===== src/rtl/rom_access_arbiter_pkg.sv =====
// Shared definitions for the PW/ID ROM access arbiter: state encoding,
// default ROM geometry and requester indices.
package rom_access_arbiter_pkg;

  typedef enum logic {
    IDLE = 1'b0,
    WAIT = 1'b1
  } state_e;

  localparam int unsigned PW_ADDR_W = 5;
  localparam int unsigned PW_DATA_W = 24;
  localparam int unsigned PW_LAT    = 3;

  localparam int unsigned REQ_PW  = 0;
  localparam int unsigned REQ_ID  = 1;
  localparam int unsigned REQ_CFG = 2;

  localparam int unsigned CNT_W = 4;

endpackage


===== src/rtl/rom_access_arbiter_rr_pick.sv =====
// Round-robin picker: first set request bit after 'last', wrapping modulo NREQ.
module rom_access_arbiter_rr_pick #(
  parameter int unsigned NREQ  = 3,
  parameter int unsigned IDX_W = $clog2(NREQ)
) (
  input  logic [NREQ-1:0]  req,
  input  logic [IDX_W-1:0] last,
  output logic             any,
  output logic [IDX_W-1:0] winner
);

  int idx;

  // Scan from farthest to nearest so the nearest set bit after 'last' wins.
  always_comb begin
    any    = |req;
    winner = last;
    idx    = 0;
    for (int i = int'(NREQ); i >= 1; i--) begin
      idx = int'(last) + i;
      if (idx >= int'(NREQ)) begin
        idx = idx - int'(NREQ);
      end
      if (req[idx[IDX_W-1:0]]) begin
        winner = idx[IDX_W-1:0];
      end
    end
  end

endmodule


===== src/rtl/rom_access_arbiter.sv =====
// Shares one fixed-latency synchronous ROM port between NREQ requesters,
// granting round-robin and returning the captured word to the owner.
module rom_access_arbiter
  import rom_access_arbiter_pkg::*;
#(
  parameter int unsigned NREQ   = 3,
  parameter int unsigned ADDR_W = PW_ADDR_W,
  parameter int unsigned DATA_W = PW_DATA_W,
  parameter int unsigned LAT    = PW_LAT
) (
  input  logic                   clk,
  input  logic                   rst,
  input  logic [NREQ-1:0]        req,
  input  logic [NREQ*ADDR_W-1:0] req_addr,
  output logic [NREQ-1:0]        gnt,
  output logic [NREQ-1:0]        rsp_valid,
  output logic [DATA_W-1:0]      rsp_data,
  output logic                   busy,
  output logic [ADDR_W-1:0]      rom_addr,
  input  logic [DATA_W-1:0]      rom_q
);

  localparam int unsigned IDX_W = $clog2(NREQ);

  state_e             state_q, state_d;
  logic [CNT_W-1:0]   cnt_q, cnt_d;
  logic [IDX_W-1:0]   last_q, last_d;
  logic [IDX_W-1:0]   owner_q, owner_d;
  logic [NREQ-1:0]    gnt_q, gnt_d;
  logic [NREQ-1:0]    rsp_valid_q, rsp_valid_d;
  logic [DATA_W-1:0]  rsp_data_q, rsp_data_d;
  logic [ADDR_W-1:0]  rom_addr_q, rom_addr_d;

  logic               pick_any;
  logic [IDX_W-1:0]   pick_idx;

  rom_access_arbiter_rr_pick #(
    .NREQ  (NREQ),
    .IDX_W (IDX_W)
  ) u_rr_pick (
    .req    (req),
    .last   (last_q),
    .any    (pick_any),
    .winner (pick_idx)
  );

  always_comb begin
    state_d     = state_q;
    cnt_d       = cnt_q;
    last_d      = last_q;
    owner_d     = owner_q;
    rom_addr_d  = rom_addr_q;
    rsp_data_d  = rsp_data_q;
    gnt_d       = '0;
    rsp_valid_d = '0;
    unique case (state_q)
      IDLE: begin
        if (pick_any) begin
          rom_addr_d        = req_addr[int'(pick_idx)*int'(ADDR_W) +: ADDR_W];
          gnt_d[pick_idx]   = 1'b1;
          owner_d           = pick_idx;
          last_d            = pick_idx;
          cnt_d             = CNT_W'(LAT - 1);
          state_d           = WAIT;
        end
      end
      WAIT: begin
        // Requests are ignored here; the ROM address stays put for the whole access.
        if (cnt_q != '0) begin
          cnt_d = cnt_q - CNT_W'(1);
        end else begin
          rsp_data_d           = rom_q;
          rsp_valid_d[owner_q] = 1'b1;
          state_d              = IDLE;
        end
      end
    endcase
  end

  always_ff @(posedge clk) begin
    if (!rst) begin
      state_q     <= IDLE;
      cnt_q       <= '0;
      last_q      <= IDX_W'(NREQ - 1);
      owner_q     <= '0;
      gnt_q       <= '0;
      rsp_valid_q <= '0;
      rsp_data_q  <= '0;
      rom_addr_q  <= '0;
    end else begin
      state_q     <= state_d;
      cnt_q       <= cnt_d;
      last_q      <= last_d;
      owner_q     <= owner_d;
      gnt_q       <= gnt_d;
      rsp_valid_q <= rsp_valid_d;
      rsp_data_q  <= rsp_data_d;
      rom_addr_q  <= rom_addr_d;
    end
  end

  assign gnt       = gnt_q;
  assign rsp_valid = rsp_valid_q;
  assign rsp_data  = rsp_data_q;
  assign rom_addr  = rom_addr_q;
  assign busy      = (state_q == WAIT);

endmodule


===== config.mk =====
export PLATFORM = sky130hd
export DESIGN_NAME = rom_access_arbiter
export DESIGN_NICKNAME = d
export VERILOG_FILES = /design/src/rtl/rom_access_arbiter_pkg.sv /design/src/rtl/rom_access_arbiter_rr_pick.sv /design/src/rtl/rom_access_arbiter.sv
export SDC_FILE = /design/constraint.sdc
export NUM_CORES = 1
export LEC_CHECK = 0
export CELL_PAD_IN_SITES_DETAIL_PLACEMENT = 1
export CELL_PAD_IN_SITES_GLOBAL_PLACEMENT = 2
export CORE_MARGIN = 5
export CORE_UTILIZATION = 26
export CTS_BUF_LIST = sky130_fd_sc_hd__clkbuf_4 sky130_fd_sc_hd__clkbuf_8
export DETAILED_ROUTE_END_ITERATION = 8
export PLACE_DENSITY = 0.92
export SLEW_MARGIN = 10
export SYNTH_ARGS = -nofsm -noshare
export SYNTH_HDL_FRONTEND = slang
export SYNTH_SLANG_ARGS = --single-unit

===== constraint.sdc =====
create_clock -name clk -period 3.4 [get_ports clk]
set_input_delay 1.02 -clock clk [delete_from_list [all_inputs] [get_ports clk]]
set_output_delay 1.02 -clock clk [all_outputs]
set_load 0.01 [all_outputs]

# Yosys cells after proc, flatten, opt, wreduce, memory -nomap -nowiden
# Index checks and enable logic that the tools add are counted.
word_totals:
  register_bits: 44
  inputBits: 44
  word_cells: 64
op_classes:
  add_sub_neg: 7
  mul: 1
  magnitude_cmp: 10
  n_eq_ne: 2
  n_shift: 1
  n_mux: 22
  bitwise: 4
  n_reduce_logical: 9
op_table:
  columns: ["op", "n"]
  rows:
  - ["less-than comparator 2 x 3 -> 1 bit, second input constant", 5]
  - ["indexed part select 15 x 6 -> 5 bit", 1]
  - ["two-way mux 2 bit", 6]
  - [">= comparator 3 x 2 -> 1 bit, second input constant", 3]
  - ["OR reduction 3 bit", 3]
  - ["two-way mux 4 bit", 2]
  - ["one-hot mux 4 bit (2 select lines)", 1]
  - ["two-way mux 1 bit", 7]
  - ["adder 2 x 2 -> 3 bit, second input constant", 2]
  - ["binary-select mux 1 bit (select 2 bit)", 3]
  - ["AND reduction 2 bit", 3]
  - ["subtractor 2 x 1 -> 2 bit, second input constant", 3]
  - ["multiplier 2 x 3 -> 5 bit, second input constant", 1]
  - ["demux 1 bit (select 2 bit)", 2]
  - [">= comparator 2 x 1 -> 1 bit, second input constant", 2]
  - ["inverter 1 bit", 4]
  - ["nonzero test 4 bit", 1]
  - ["subtractor 4 x 1 -> 4 bit, second input constant", 1]
  - ["adder 2 x 1 -> 3 bit, second input constant", 1]
  - ["logical AND 1 bit", 2]
  - ["!= test 2 x 1 -> 1 bit, second input constant", 1]
  - ["!= test 2 bit, second input constant", 1]
  - ["one-hot mux 1 bit (2 select lines)", 1]

# Depth between registers and ports, before layout
# Gate-level depths: netlist of the first run.
logic_depth:
  depth_word: 12
  mapped_depth: 10
  mapped_depth_nobuf: 7

# By module
# Synthesis of the first run repeated with hierarchy kept, for this count alone.
unflattened:
  cells_unflattened: 219
  area_unflattened_um2: 1883.1
by_module_without_submodules:
  columns: ["mod", "n_inst", "cells_each", "area_each_um2", "seq_area_each_um2"]
  rows:
  - ["rom_access_arbiter", 1, 195, 1717.9, 860.8]
  - ["rom_access_arbiter_rr_pick", 1, 24, 165.2, 0.0]

# Least setup slack after synthesis of the first run
# No wires, ideal clock.
synth_timing:
  path_kind: "input-to-reg"
  from: "input port req[2]"
  to: "register rom_addr_q[1] (netlist: rom_addr[1])"
  setup_time_ps: 147
  arrival_ps: 2313
  required_ps: 3253
  path_slack_ps: 941
  stages: 7
  n_path_buf: 2
  path_cell_list: "buf_6 > nand2b_1 > a31oi_1 > clkbuf_1 > mux2_2 > a311oi_1 > o221ai_1"
synth_between:
  elab_chain_len: 7
synth_lines:
  columns: ["element", "line", "source"]
  rows:
  - ["start, declared", "rom_access_arbiter.sv:13", "input logic [NREQ-1:0] req,"]
  - ["binary-select mux 1 bit (select 2 bit)", "rom_access_arbiter_rr_pick.sv:24", "if (req[idx[IDX_W-1:0]]) begin"]
  - ["two-way mux 1 bit (not written as such)", "rom_access_arbiter_rr_pick.sv:24", null]
  - ["two-way mux 2 bit (3 in a row)", "rom_access_arbiter_rr_pick.sv:24", null]
  - ["multiplier 2 x 3 -> 5 bit", "rom_access_arbiter.sv:59", "rom_addr_d = req_addr[int'(pick_idx)*int'(ADDR_W) +: ADDR_W];"]
  - ["indexed part select 15 x 6 -> 5 bit", "rom_access_arbiter.sv:59", null]
  - ["end signal, assigned", "rom_access_arbiter.sv:98", "rom_addr_q <= rom_addr_d;"]
  - ["end, declared", "rom_access_arbiter.sv:32", "logic [ADDR_W-1:0] rom_addr_q, rom_addr_d;"]
# Several ways; a longest one is shown, not always the timed one. The select of a mux whose other input is x is not followed.
# A chain may end at the register's enable or synchronous reset.

# Final worst setup path of the first run
layout_timing:
  from: "input port req[2]"
  to: "register rom_addr_q[3] (netlist: rom_addr[3])"
# Same word-level chain as after synthesis.

==> qor.yml, run 1 <==
status: "complete, no violations"
design_area_um2: 2980
track_usage_pct: 12.7
synth_cell_types: 47
multi_input_area_um2: 998
clkSinkCount: 43
synth_edf_count: 0
setup_violations: 0
synth_top_area_share_pct: 42.8
setup_tns_ps: 0
die_h_um: 97.9
timing.final.ws_setup_ps: 429
grt_overflow: 0
hold_slack_ps: 456
power.density_nw_per_um2: 504
wirelength_um: 6050
portBuffers: 79
drc_errors: 0
place_area_um2: 2870
start_kind: "input port"
p_leak_nw: 1.11
cts_buffers: 5
post_cts_resized: 0
relSlewSlack_pct: 40.4
synth_area_um2: 2010
ys_seq_elements: 43
synthTopCellsByArea: "dfxtp_1 43%, nand2_1 10%, a21oi_1 8.0%, buf_6 2.8%, mux2_2 2.8%"
cts_tree: "yes"
dp_slack_ps: 108
syn_inst: 244
synth_fp_nets: 292
min_path_type: "register to register"
cts_setup_buffers: 0
max_freq_mhz: 337
yosysTopAreaCell: "dfxtp_1"
die_x_um: 97.9
nNetsFinal: 368
grt_pass1_wl_um: 10000
placeableCoreArea_um2: 7650
die_area_um2: 9590
num_antenna_cells: 0
grt_pass1_vias: 2049
skew_ps: 4.12
vdd_ir_drop_max_mv: 0.134
critPathArrivalTime_ps: 3130
clockRootBuffer: "clkbuf_8"
nFillCells: 918
ys_warn_count: 0
async_flop_share_pct: 0
worstSetupEndpointType: "register"
rows: 32
path_class: "input port to register"
pwr-share-seq_pct: 40.1
grt_max_degree: 31
vias: 1951
antenna_found_initial: 0
switching_share_pct: 31.3
grt_setup_unrepaired: "false"
crit_fanout: 12
syn_avg_cell_area_um2: 8.24
syn2layout_area_growth_pct: 48.0
pwr-share-comb_pct: 36.0
hold_viol: 0
cts_hold_buffers: 0
drive_gt1_share_pct: 9.66
p_sw_mw: 0.470
final_util_pct: 38.9
num_io_pins: 80
wl_per_cell_um: 14.3
yosysMostFrequentCell: "nand2_1"
cp.required_ps: 3560
worst_pin_slew_ps: 869
drv_cap: 0
synth_ff_type: "dfxtp_1"
gp_congestion: 0.746
htree_levels: 2
period_needed_ps: 2970
slew_viol_final: 0
insertion_delay_ps: 290
internal_power_mw: 1.03
fin_crit_sh_pct: 87.4
drt_first_pass_iters: 4
pwr-share-clk_pct: 23.9
dpl.hpwl_um: 4730
drtIter0Drc: 38
regArea_um2: 861
drtAntennaViolNets: 0
path_clk_slew_ps: 80
clockBufferDepth: 2
seq_area_frac_synth_pct: 42.8
ys_top_cells_by_count: "54 x nand2_1, 43 x dfxtp_1, 32 x a21oi_1"
start_util_pct: 26.3
viasPerCell: 4.61
## sequential cells by signal (all words and copies together) (netlist names)
register / flops
gnt: 3
last_q: 2
rsp_valid: 3
rom_addr: 5
busy: 1
owner_q: 1
rsp_data: 24
cnt_q: 4
## layout make-up
class	count	area share, %
Inverter	13	1.64
Timing Repair Buffer	85	28.1
Clock buffer	8	3.49
Tap cell	102	4.29
Multi-Input combinational cell	172	33.6
Sequential cell	43	28.9
## worst paths after layout
| check | slack [ps] | to | depth (start not counted) | from |
|---|---|---|---|---|
| max | 430 | rom_addr[3] | 6 | req[2] |
| min | 460 | rsp_data[0] | 2 | rsp_data[0] |
| max reg2reg | 890 | rom_addr[1] | 7 | last_q[1] |
| min reg2reg | 460 | rsp_data[0] | 2 | rsp_data[0] |
## cell usage in the layout (no fill, tap or decap), types with 3 or more instances in the layout
| master | n |
|---|---|
| a311oi_1 | 5 |
| o21ai_0 | 5 |
| inv_1 | 12 |
| buf_4 | 6 |
| ha_1 | 4 |
| clkbuf_8 | 7 |
| nor2b_1 | 6 |
| mux2_2 | 5 |
| dfxtp_1 | 43 |
| a21oi_1 | 32 |
| nand2_1 | 54 |
| nor2_1 | 11 |
| o221ai_1 | 5 |
| clkdlybuf4s50_1 | 79 |
| nand3_1 | 7 |
| and4_2 | 4 |
| nor3_1 | 3 |
## power by group through the flow
stage               Clock (mW)  Combinational [mW]  Sequential, mW
floorplan                    0               0.304           0.632
global placement             0               0.532           0.612
detailed placement           0               0.546           0.615
CTS                      0.376               0.548           0.603
global route             0.401               0.595           0.611
finish                   0.359               0.540           0.601
## metal layers
layer	routed length, um	GRT usage [%]
met3	289	2.86
met2	3220	23.9
met4	73	4.47
met1	2470	13.8
met5	0	0
## through the flow
| step | std cells | power (mW) |
|---|---|---|
| after floorplan | 244 | 0.935 |
| after global placement | 415 | 1.14 |
| after detailed placement | 415 | 1.16 |
| after CTS | 423 | 1.53 |
| after global routing | 423 | 1.61 |
| final | 423 | 1.50 |
## worst max-delay path, cell delays in order
cell and delay, ps:
clkdlybuf4s50_1 550, mux2i_1 750, nor2b_1 100, mux2_2 290, a311oi_1 240, o221ai_1 170
## cells by family (layout without fill, tap and decap cells)
kind of cell / Yosys count / after routing / share of synthesized area [%]
mux: 7 / 7 / 3.80
simple gates: 100 / 100 / 24.0
compound gates: 61 / 61 / 19.4
fa+ha+maj: 4 / 4 / 2.49
buf+inv: 29 / 106 / 7.53
flops: 43 / 43 / 42.8
No activity file was read; power rests on OpenSTA's default activity.
==> run 2: changes to the inputs <==
--- a/config.mk
+++ b/config.mk
@@ -8,10 +8,10 @@
 export CELL_PAD_IN_SITES_DETAIL_PLACEMENT = 1
 export CELL_PAD_IN_SITES_GLOBAL_PLACEMENT = 2
 export CORE_MARGIN = 5
-export CORE_UTILIZATION = 26
+export CORE_UTILIZATION = 25
 export CTS_BUF_LIST = sky130_fd_sc_hd__clkbuf_4 sky130_fd_sc_hd__clkbuf_8
 export DETAILED_ROUTE_END_ITERATION = 8
-export PLACE_DENSITY = 0.92
+export PLACE_DENSITY = 0.89
 export SLEW_MARGIN = 10
 export SYNTH_ARGS = -nofsm -noshare
 export SYNTH_HDL_FRONTEND = slang
==> constraint.sdc (replaced) <==
create_clock -name clk -period 2.74 [get_ports clk]
set_input_delay 0.822 -clock clk [delete_from_list [all_inputs] [get_ports clk]]
set_output_delay 0.822 -clock clk [all_outputs]
set_load 0.01 [all_outputs]
==> run 2 against run 1 <==
  * Clock skew grew 2.3 ps
  * Non-clock buffer count grew 7
  * Die area grew 3.6%
  * Core utilization shrank 0.12 points
  * Hold slack gained 1.2 ps
  * Clock power grew 13%
  * Register-to-register slack lost 620 ps
  * Critical endpoint unchanged
  * Largest cell class unchanged
  * Largest power group unchanged
==> qor.yml, run 2 (synthesis results as in run 1) <==
wirelength_um: 6200
num_io_pins: 80
grt_pass1_vias: 2079
track_usage_pct: 12.6
setup_tns_ps: 0
regArea_um2: 861
cts_hold_buffers: 0
post_cts_resized: 0
start_util_pct: 25.9
multi_input_area_um2: 998
wl_per_cell_um: 14.4
drt_first_pass_iters: 4
grt_setup_unrepaired: "false"
cts_setup_buffers: 0
layout_commonest_cell: "clkdlybuf4s50_1"
syn2layout_area_growth_pct: 49.8
skew_ps: 6.41
cp.required_ps: 2950
power.density_nw_per_um2: 617
rows: 32
nFillCells: 926
path_clk_slew_ps: 80
viasPerCell: 4.66
path_class: "input port to register"
largest_reg_flops: 24
critPathArrivalTime_ps: 2750
fin_crit_sh_pct: 92.7
placeableCoreArea_um2: 7770
p_leak_nw: 1.13
hold_viol: 0
vdd_ir_drop_max_mv: 0.185
status: "complete, no violations"
num_antenna_cells: 0
crit_fanout: 6
drv_cap: 0
start_kind: "input port"
die_h_um: 99.7
grt_max_degree: 31
min_path_type: "register to register"
timing.final.ws_setup_ps: 200
crit_path_cell_trace: "clkdlybuf4s50_1 > a21bo_2 > a221oi_2 > a21oi_1 > or4b_1 > o221ai_1"
setup_violations: 0
cp_top_family: "compound AO/OA/AOI/OAI gates"
hp-start: "rsp_data[2]"
grt_pass1_wl_um: 10200
portBuffers: 79
cts_tree: "yes"
die_area_um2: 9940
nNetsFinal: 375
final_cell_mix: "79 x clkdlybuf4s50_1, 54 x nand2_1, 43 x dfxtp_1"
die_x_um: 99.7
slew_viol_final: 0
grt_overflow: 0
clkSinkCount: 43
vias: 2003
dpl.hpwl_um: 4830
critical_path_buf_inv_count: 1
htree_levels: 2
drc_errors: 0
relSlewSlack_pct: 68.9
cp_slowest_cell: "or4b_1"
insertion_delay_ps: 290
dp_slack_ps: -127
clockRootBuffer: "clkbuf_8"
drtAntennaViolNets: 0
cp-startpoint: "req[1]"
worst_pin_slew_ps: 466
worstSetupEndpointType: "register"
gp_congestion: 0.767
antenna_found_initial: 0
hold_slack_ps: 457
clockBufferDepth: 2
drive_gt1_share_pct: 11.6
max_freq_mhz: 394
r2r-start: "last_q[1]"
drtIter0Drc: 41
cts_buffers: 5
max_stage_delay_ps: 630
period_needed_ps: 2540
run 2: cell types whose count changed in the layout (fill, tap and decap cells not counted), sizes merged:
cell | before | now
buf | 6 | 13
clkbuf | 8 | 6
clkinv | 0 | 1
clkinvlp | 0 | 1
run 2: area by class of cell:
| class | instances | area share (%) |
|---|---|---|
| clock buffers | 6 | 2.53 |
| clock inverters | 2 | 0.415 |
| inverters | 13 | 1.62 |
| multi-input cells | 172 | 33.1 |
| well taps | 102 | 4.24 |
| repair buffers | 92 | 29.5 |
| flip-flops and latches | 43 | 28.6 |
run 2: through the flow:
step | power (mW) | std cells | util, % | cell area, um^2
2_1_floorplan | 1.16 | 244 | - | 2010
3_3_place_gp | 1.45 | 422 | 37.6 | 2920
3_5_place_dp | 1.48 | 422 | 37.6 | 2920
4_1_cts | 1.89 | 430 | 38.8 | 3010
5_1_grt | 1.98 | 430 | 38.8 | 3010
6_report | 1.86 | 430 | 38.8 | 3010
run 2: power breakdown:
group,switching [mW],internal [mW]
Clock,0.219,0.188
Sequential,0.0439,0.701
Combinational,0.342,0.364
Total,0.605,1.25
run 2: final timing paths:
kind,endpoint,slack [ps],cells past startpoint
setup / recovery,rom_addr[3],200,6
hold / removal,rsp_data[2],460,2
setup reg to reg,rom_addr[3],270,7
hold reg to reg,rsp_data[2],460,2
run 2: per-layer routing:
layer	part of all wire, %	vias to the layer above	track usage [%]
met5	0	-	0
met4	0.90	0	2.52
met3	5.0	5	3.58
met2	54	34	22.8
met1	40	959	14.7
li1	-	1005	-
run 2: worst reg2reg max path: cells and delay by family, from the launching register on:
| family | cells | cell delay [ps] |
|---|---|---|
| compound gates | 3 | 670 |
| simple gates | 1 | 650 |
| fa+ha+maj | 1 | 520 |
| flops | 1 | 370 |
| buf+inv | 2 | 180 |
==> run 3: changes to the inputs <==
--- a/config.mk
+++ b/config.mk
@@ -10,6 +10,7 @@
 export CORE_MARGIN = 5
 export CORE_UTILIZATION = 25
 export CTS_BUF_LIST = sky130_fd_sc_hd__clkbuf_4 sky130_fd_sc_hd__clkbuf_8
+export CTS_CLUSTER_SIZE = 28
 export DETAILED_ROUTE_END_ITERATION = 8
 export PLACE_DENSITY = 0.89
 export SLEW_MARGIN = 10
==> results of run 3 <==
Same layout as run 2: the final DEF is identical, and so are final timing and power.
